File: src/rtl/instruction_fetch_unit.sv
// Instruction fetch unit: owns the PC, reads program memory through a ready
// handshake, and holds each fetched word until the control unit loads it into the IR.
module instruction_fetch_unit #(
  parameter int WORD_SIZE  = 19,
  parameter int ADDR_WIDTH = 14,
  parameter int RESET_PC   = 0,
  parameter int TIMEOUT    = 16
) (
  input  logic                  CLK,
  input  logic                  RST_N,
  input  logic                  fetch_en,
  input  logic                  ir_load,
  input  logic                  branch_valid,
  input  logic [ADDR_WIDTH-1:0] branch_target,
  output logic [ADDR_WIDTH-1:0] mem_addr,
  output logic                  mem_rd,
  input  logic                  mem_ready,
  input  logic [WORD_SIZE-1:0]  mem_rdata,
  output logic [WORD_SIZE-1:0]  instr_out,
  output logic                  instr_valid,
  output logic [ADDR_WIDTH-1:0] pc_out,
  output logic                  fetch_err
);

  localparam int CNT_W = (TIMEOUT > 2) ? $clog2(TIMEOUT) : 1;
  localparam logic [CNT_W-1:0]      CNT_LAST   = CNT_W'(TIMEOUT - 1);
  localparam logic [ADDR_WIDTH-1:0] RESET_ADDR = ADDR_WIDTH'(RESET_PC);

  typedef enum logic [1:0] {
    IDLE = 2'd0,
    WAIT = 2'd1,
    HOLD = 2'd2
  } state_t;

  state_t                  state, state_next;
  logic [ADDR_WIDTH-1:0]   pc;
  logic [ADDR_WIDTH-1:0]   word_pc;
  logic [CNT_W-1:0]        wait_cnt;
  logic                    start_fetch;
  logic                    capture;
  logic                    timeout;

  always_comb begin
    state_next  = state;
    start_fetch = 1'b0;
    capture     = 1'b0;
    timeout     = 1'b0;
    if (branch_valid) begin
      state_next = IDLE;
    end else begin
      case (state)
        IDLE: begin
          if (fetch_en) begin
            state_next  = WAIT;
            start_fetch = 1'b1;
          end
        end
        WAIT: begin
          if (mem_ready) begin
            state_next = HOLD;
            capture    = 1'b1;
          end else if (wait_cnt == CNT_LAST) begin
            state_next = IDLE;
            timeout    = 1'b1;
          end
        end
        HOLD: begin
          // Loading the IR frees the holding slot; fetch_en chains the next read.
          if (ir_load) begin
            if (fetch_en) begin
              state_next  = WAIT;
              start_fetch = 1'b1;
            end else begin
              state_next = IDLE;
            end
          end
        end
        default: state_next = IDLE;
      endcase
    end
  end

  always_ff @(posedge CLK) begin
    if (!RST_N) begin
      state       <= IDLE;
      pc          <= RESET_ADDR;
      word_pc     <= RESET_ADDR;
      mem_addr    <= RESET_ADDR;
      mem_rd      <= 1'b0;
      instr_out   <= '0;
      instr_valid <= 1'b0;
      fetch_err   <= 1'b0;
      wait_cnt    <= '0;
    end else begin
      state     <= state_next;
      mem_rd    <= (state_next == WAIT);
      fetch_err <= timeout;

      if (start_fetch) begin
        mem_addr <= pc;
        wait_cnt <= '0;
      end else if (state == WAIT) begin
        wait_cnt <= wait_cnt + CNT_W'(1);
      end

      // A branch discards any word arriving in the same cycle.
      if (branch_valid) begin
        pc          <= branch_target;
        instr_valid <= 1'b0;
        wait_cnt    <= '0;
      end else if (capture) begin
        instr_out   <= mem_rdata;
        instr_valid <= 1'b1;
        word_pc     <= pc;
        pc          <= pc + ADDR_WIDTH'(1);
      end else if (state == HOLD && ir_load) begin
        instr_valid <= 1'b0;
      end
    end
  end

  assign pc_out = instr_valid ? word_pc : pc;

endmodule

File: config.mk
export PLATFORM = sky130hd
export DESIGN_NAME = instruction_fetch_unit
export DESIGN_NICKNAME = d
export VERILOG_FILES = /design/src/rtl/instruction_fetch_unit.sv
export SDC_FILE = /design/constraint.sdc
export NUM_CORES = 1
export LEC_CHECK = 0
export ABC_AREA = 1
export BUFFER_PORTS_ARGS = -buffer_cell sky130_fd_sc_hd__buf_4
export CAP_MARGIN = 20
export CORE_MARGIN = 1
export CORE_UTILIZATION = 48
export CTS_CLUSTER_SIZE = 24
export DETAILED_ROUTE_END_ITERATION = 10
export GPL_ROUTABILITY_DRIVEN = 1
export GPL_TIMING_DRIVEN = 0
export MAX_ROUTING_LAYER = met4
export PLACE_DENSITY = 0.77
export RECOVER_POWER = 100
export SLEW_MARGIN = 20
export SYNTH_ARGS = -nofsm -noshare
export SYNTH_HDL_FRONTEND = slang
export SYNTH_SLANG_ARGS = --single-unit
export TNS_END_PERCENT = 1
File: constraint.sdc
create_clock -name CLK -period 4.3 [get_ports CLK]
set_clock_uncertainty 0.1 [all_clocks]
set_input_delay 0.215 -clock CLK [delete_from_list [all_inputs] [get_ports CLK]]
set_output_delay 0.215 -clock CLK [all_outputs]
set_load 0.05 [all_outputs]
Word-level counts from Yosys, hierarchy flattened
Index checks and enable logic that the tools add are counted.
{"block": "word_totals", "regBits": 70, "word_cells": 46}
{"block": "op_classes", "n_mux": 20, "add_sub_neg": 2, "reduce_logical": 8, "bitwise": 3, "eq_ne": 4}
{"cell": "$mux 14", "count": 3}
{"cell": "$add 14x1->14 const B", "count": 1}
{"cell": "$mux 1", "count": 10}
{"cell": "$mux 2", "count": 5}
{"cell": "$pmux 2 s3", "count": 1}
{"cell": "$add 4x1->4 const B", "count": 1}
{"cell": "$eq 2x1->1 const B", "count": 2}
{"cell": "$eq 4x4->1 const B", "count": 1}
{"cell": "$reduce_bool 2->1", "count": 2}
{"cell": "$reduce_or 4->1", "count": 1}
{"cell": "$not 1->1", "count": 3}
{"cell": "$reduce_or 3->1", "count": 1}
{"cell": "$eq 2x2->1 const B", "count": 1}
{"cell": "$logic_not 2->1", "count": 1}
{"cell": "$pmux 1 s2", "count": 1}
{"cell": "$reduce_and 2->1", "count": 1}
{"cell": "$reduce_or 2->1", "count": 1}
{"cell": "$logic_and 1x1->1", "count": 1}

Longest topological paths before layout
Gate-level depths: netlist of run 1.
{"block": "depth", "word_depth": 6, "ltp_mapped": 9, "ltp_nobuf": 9}

Worst setup path before layout of run 1
OpenSTA, ideal clock, no wires.
{"block": "synth_timing", "kind": "reg-to-output", "start": "register instr_valid", "end": "output port pc_out[10]", "t_arrival_ps": 1833, "stages_incl_launch_ff": 3, "path_buffers": 1, "t_required_ps": 3985, "path_slack_ps": 2152, "path_cell_list": "dfxtp_1 > clkbuf_1 > o21ai_0"}
{"block": "synth_via", "elab_chain_cells": 1}
{"element": "start, declared", "line_no": "20", "rtl": "output logic instr_valid,"}
{"element": "start signal, assigned", "line_no": "91", "rtl": "instr_valid <= 1'b0;"}
{"element": "start signal, assigned", "line_no": "109", "rtl": "instr_valid <= 1'b0;"}
{"element": "start signal, assigned", "line_no": "113", "rtl": "instr_valid <= 1'b1;"}
{"element": "$mux 14", "line_no": "122", "rtl": "assign pc_out = instr_valid ? word_pc : pc;"}
{"element": "end, declared", "line_no": "21", "rtl": "output logic [ADDR_WIDTH-1:0] pc_out,"}
Every way passes these cells.

Worst setup path in the final report of run 1
{"block": "layout_timing", "start": "register instr_valid", "end": "output port pc_out[11]"}
Same word-level chain as after synthesis.

==> results of run 1 <==
## final timing paths
path	startpoint	end	slack (ns)	cells past startpoint
setup / recovery	instr_valid	pc_out[11]	1.80	5
hold / removal	mem_rdata[2]	instr_out[2]	0.007	3
setup reg to reg	state[0]	pc[3]	2.13	7
hold reg to reg	mem_addr[5]	mem_addr[5]	0.37	2
## power by group
group / switching (mW) / total (mW) / internal, mW
clock: 0.253 / 0.611 / 0.358
combinational: 0.131 / 0.191 / 0.0601
sequential: 0.0193 / 0.686 / 0.667
total: 0.404 / 1.49 / 1.09
## worst min-delay path, cell delays in order
cell,delay [ns]
buf_4,0.08
o21ai_1,0.06
nor2_1,0.07
## logic make-up (layout without fill, tap and decap cells)
logic type	after synthesis	count (layout)	share of synthesized area
AOI/OAI and AO/OA	89	89	0.1542
xor gates and xnor gates	2	2	0.005496
adders and majority gates	2	2	0.007848
buffers and inverters	66	175	0.1009
DFF	70	70	0.4396
and+or+nand+nor	217	217	0.2920
## registers in the layout, summed over array words and instances, names as in the netlist
name / cells
fetch_err: 1
word_pc: 14
state: 2
instr_valid: 1
mem_addr: 14
wait_cnt: 4
mem_rd: 1
pc: 14
instr_out: 19
## synth_stat cells (4+ instances only)
master / n
nand2_1: 88
dfxtp_1: 70
nor2_1: 69
nand3_1: 43
inv_1: 39
o21ai_0: 35
a21oi_1: 30
o21ai_1: 13
clkbuf_1: 8
buf_6: 6
a211oi_2: 5
a31oi_1: 5
buf_4: 5
buf_2: 4
nor2_2: 4
## cell type report
type | instances | area (sq um)
clock inverters | 5 | 81.33
fillers | 629 | 2437
plain buffers | 24 | 108.9
multi-input cells | 310 | 1423
flip-flops and latches | 70 | 1401
inverters | 42 | 161.4
repair buffers | 93 | 525.5
well taps | 77 | 96.34
clock buffers | 11 | 151.4
## metal layers
metal | wire length [microns] | vias up
li1 | - | 1659
met1 | 3886 | 1513
met2 | 3928 | 128
met3 | 519 | 25
met4 | 238 | 0
met5 | 0 | -
## metrics by stage
stage	area, sq um	power (mW)	worst slack [ns]	cells
2_1_floorplan	3188	0.8284	2.152	446
4_1_cts	4230	1.515	2.060	632
5_1_grt	3949	1.542	1.651	632
6_report	3949	1.489	1.803	632
3_5_place_dp	3938	0.9061	2.454	610
3_3_place_gp	3938	0.9024	2.452	610
## timing repair
| item | CTS | global route |
|---|---|---|
| setup buffers | 0 | 0 |
| hold buffers | 6 | 0 |
| endpoints found under the hold margin | 6 | 0 |
| resized for setup | 0 | 0 |
==> impl_metrics.toml, run 1 <==
[outcome]
status = "completed"

[worst_setup_path]
cp-start-kind = "flop"
criticalPathCategory = "flop to primary output"
crit_path_frequent_cell = "clkbuf_1"
cpPeakStageDelay_ns = 0.51
critPathCaptureType = "primary output"
crit_family = "buffers and inverters"
crit_path_top_delay_cell = "clkbuf_1"
crit_arrival_ns = 2.18
path_cells = "clkbuf_1, clkbuf_1, nand2_1, o21ai_0, clkbuf_1"
cp_max_fo = 10
path_buf_inv = 3
cp.required_ns = 3.98

[sta]
drv_slew = 0
fmax_ghz = 0.4004
rsz0062_at_grt = "no"
setup_viol = 0
post-route-period-util = 0.5808
hold_slack_ns = 0.006627
tns_ns = 0
relSlewSlack = 0.5517
finalHoldViolations = 0
worst_slew_pin_slew_ns = 0.6724
period_needed_ns = 2.497

[pwr]
p_leak_nw = 1.556
p_per_area_nw_per_um2 = 377.1
ir_worst_vdd_mv = 0.2375

[global_routing]
top_usage_layer = "met2"
grt_use_total = 0.2606
grt.met3_usage = 0.03858
grtUsageMet2 = 0.4225
first_global_vias = 3158
antenna_found_initial = 0
grt.overflow.total = 0
grt_max_degree = 13
use_met1 = 0.3177
grt_pass1_wl_microns = 14110

[routing]
dr_total_vias = 3325
drt_wl_total_microns = 8572
dr.pass1.iters = 5
drt_iter0_markers = 135
drc_errors = 0
ant_nets = 0
avgRoutedWirePerCell_microns = 13.56
vias_per_cell = 5.261

[cts]
clk-insertion-delay-late_ns = 0.35
cts_tree = "built"
cts-htree-levels = 3
clkTransAtPathRegs_ns = 0.07
root_buffer = "clkbuf_8"
numCtsBuffers = 9
cts_num_sinks = 70
cts_buffer_depth = 2

[yosys]
synth_edf_count = 0
ys_seq_area_frac = 0.4396
async_flop_share = 0
yosysWarnings = 0
ys.flop_type = "dfxtp_1"
yosys-top-cells-area = "dfxtp_1, nand2_1, nor2_1, nand3_1, o21ai_0"
synth_top_cell_area_share = 0.4396
syn_area_per_cell_sq_um = 7.148
synth_cell_type_count = 31
syn-cell-area_sq_um = 3188
synthCells = 446
synth_top_cell_by_area = "dfxtp_1"
synth_nets = 487
synth_seq_cells = 70

[hold_path]
hold_path.class = "primary input to flop"

[finish]
drive_gt1_frac = 0.1207
final_common_cell = "nand2_1"
n_antenna_cell = 0
final_util = 0.6183
nNetsFinal = 591
layout_common_cells = "nand2_1, nor2_1, dfxtp_1, clkbuf_1, nand3_1"
synthToLayoutAreaGrowth_pct = 23.86

[run]
maxCapViolations = 0

[die]
dieArea_sq_um = 6971
fp.coreArea_sq_um = 6386
ioPinCount = 89
die_h_microns = 83.50
rows = 29
start_util = 0.4992
die_x_microns = 83.50

[placed_design]
gp_congestion = 0.8708
dp_hpwl_microns = 6334
port_buffers = 87
Power figures use the tool's default switching activity.
==> inputs of run 2 (changes only) <==
CORE_UTILIZATION = 47   (was 48)
PLACE_DENSITY = 0.79   (was 0.77)
clock period = 2.05 ns   (was 4.3 ns; I/O delays follow)
==> run 2 against run 1 <==
Compared with the run above:
- the flow now finishes with violations (DRC)
- highest routed layer unchanged
- sequential power rose by 110%
- count of clock-buffer cells in the layout did not move
- combinational power rose by 140%
- wire length rose by 9.2%
- via count rose by 4.2%
- final area rose by 5.1%
- global-route usage rose by 2.3 points
- total power rose by 92%
- die area rose by 2.1%
- first-iteration DRC count rose by 110%
- critical path depth rose by 1
==> impl_metrics.toml, run 2 (synthesized netlist as in run 1, its figures left out) <==
[outcome]
status = "finished with violations"
violations = "DRC"

[sta]
finalHoldViolations = 0
worst_slew_pin_slew_ns = 0.6529
relSlewSlack = 0.5666
rsz0062_at_grt = "no"
drv_slew = 0
finalWorstSetupSlack_ns = 0.1353
fmax_ghz = 0.5223
setup_viol = 0
period_needed_ns = 1.915
tns_ns = 0
post-route-period-util = 0.9340

[finish]
n_antenna_cell = 0
nNetsFinal = 614
nFillCells = 609
largest_register_ffs = 19
final_cells = 655
layout_common_cells = "nand2_1, nor2_1, dfxtp_1, clkbuf_1, nand3_1"
final_common_cell = "nand2_1"
drive_gt1_frac = 0.1488
regMostFlops = "instr_out"
synthToLayoutAreaGrowth_pct = 30.22

[worst_setup_path]
cp_max_fo = 10
cpPeakStageDelay_ns = 0.54
cp-start-kind = "primary input"
crit_path_frequent_cell = "clkbuf_1"
cp.required_ns = 2.16
critPathCaptureType = "flop"
crit_arrival_ns = 2.03
criticalPathCategory = "primary input to flop"
crit_path_top_delay_cell = "dlygate4sd3_1"
path_cells = "dlygate4sd3_1, clkbuf_1, inv_1, clkbuf_1, clkbuf_1, a21oi_1"

[cts]
root_buffer = "clkbuf_8"
cts_tree = "built"
clk-insertion-delay-late_ns = 0.34
cts_num_sinks = 70
clkTransAtPathRegs_ns = 0.08
cts-htree-levels = 3
numCtsBuffers = 9
cts_buffer_depth = 2

[global_routing]
first_global_vias = 3361
antenna_found_initial = 0
grt_max_degree = 12
grt_pass1_wl_microns = 15460
grt_use_total = 0.2839
grt.overflow.total = 0

[die]
rows = 29
ioPinCount = 89
start_util = 0.4936
dieArea_sq_um = 7117
die_x_microns = 84.36
fp.coreArea_sq_um = 6459
die_h_microns = 84.36

[routing]
drt_iter0_markers = 287
dr_total_vias = 3463
drc_errors = 6
drt_wl_total_microns = 9364
ant_nets = 0
vias_per_cell = 5.287
avgRoutedWirePerCell_microns = 14.30
dr.pass1.iters = 8

[pwr]
p_leak_nw = 1.701
ir_worst_vdd_mv = 0.4359
p_per_area_nw_per_um2 = 689.0

[placed_design]
gp_congestion = 0.9108
port_buffers = 87
dp_cells = 610
pre_cts_ws_ns = 0.3091
dp_hpwl_microns = 6488

[run]
maxCapViolations = 0

[hold_path]
hold_path.class = "primary input to flop"
## run 2: cell count changes in the layout (fill, tap and decap cells not counted), moves of 4 or more
cell           delta
dlygate4sd3_1    +23
clkbuf_1         -16
clkbuf_2         +13
o21ai_0           +5
o21ai_1           -5
clkinv_2          +4
## run 2: final timing paths
| path | start | end | slack, ns | cells after the start |
|---|---|---|---|---|
| max reg2reg | state[0] | pc[1] | 0.18 | 7 |
| min reg2reg | mem_addr[6] | mem_addr[6] | 0.37 | 2 |
| max | RST_N | state[1] | 0.14 | 6 |
| min | branch_target[12] | pc[12] | 0.03 | 5 |
## run 2: where the power goes
group	internal, mW	switching, mW	leakage, nW	total (mW)
Clock	0.462	0.511	0.0926	0.973
Combinational	0.161	0.288	1.04	0.449
Sequential	1.40	0.0398	0.569	1.44
## run 2: metal layers
layer / vias to the layer above / GRT usage / part of all wire
met1: 1596 / 0.3321 / 0.41
met5: - / - / 0
met4: 0 / 0.1217 / 0.020
li1: 1703 / - / -
met3: 25 / 0.04130 / 0.068
met2: 139 / 0.4873 / 0.50
## run 2: stage by stage
stage	area (sq um)	utilization	hold slack, ns	power (mW)
final	4151	0.6428	0.03200	2.860
after global routing	4151	0.6428	0.03554	2.976
after CTS	4395	0.6806	0.02514	2.900
after detailed placement	3938	0.6096	0.2088	1.901
after global placement	3938	0.6096	0.2142	1.892
after floorplan	3188	-	0.08101	1.738
## run 2: critical path: cells and delay by family
kind	cells	cell delay (ns)
buffers and inverters	5	1.82
AOI/OAI and AO/OA	1	0.09
## run 2: timing repair
action                                 4_1_cts  5_1_grt
setup buffers                                0        0
setup endpoints to repair                   10       11
gates resized for setup                      1        3
endpoints found under the hold margin       31        0
hold buffers                                29        0
## run 2: final cells by class
class / count / area [sq um] / area share
sequential: 70 / 1401 / 0.3376
inverter: 42 / 162.7 / 0.03918
timing repair buffer: 116 / 773.2 / 0.1863
clock inverter: 5 / 25.02 / 0.006028
clock buffer: 11 / 141.4 / 0.03406
multi-input combinational: 310 / 1438 / 0.3463
tap: 77 / 96.34 / 0.02321
buffer: 24 / 113.9 / 0.02743
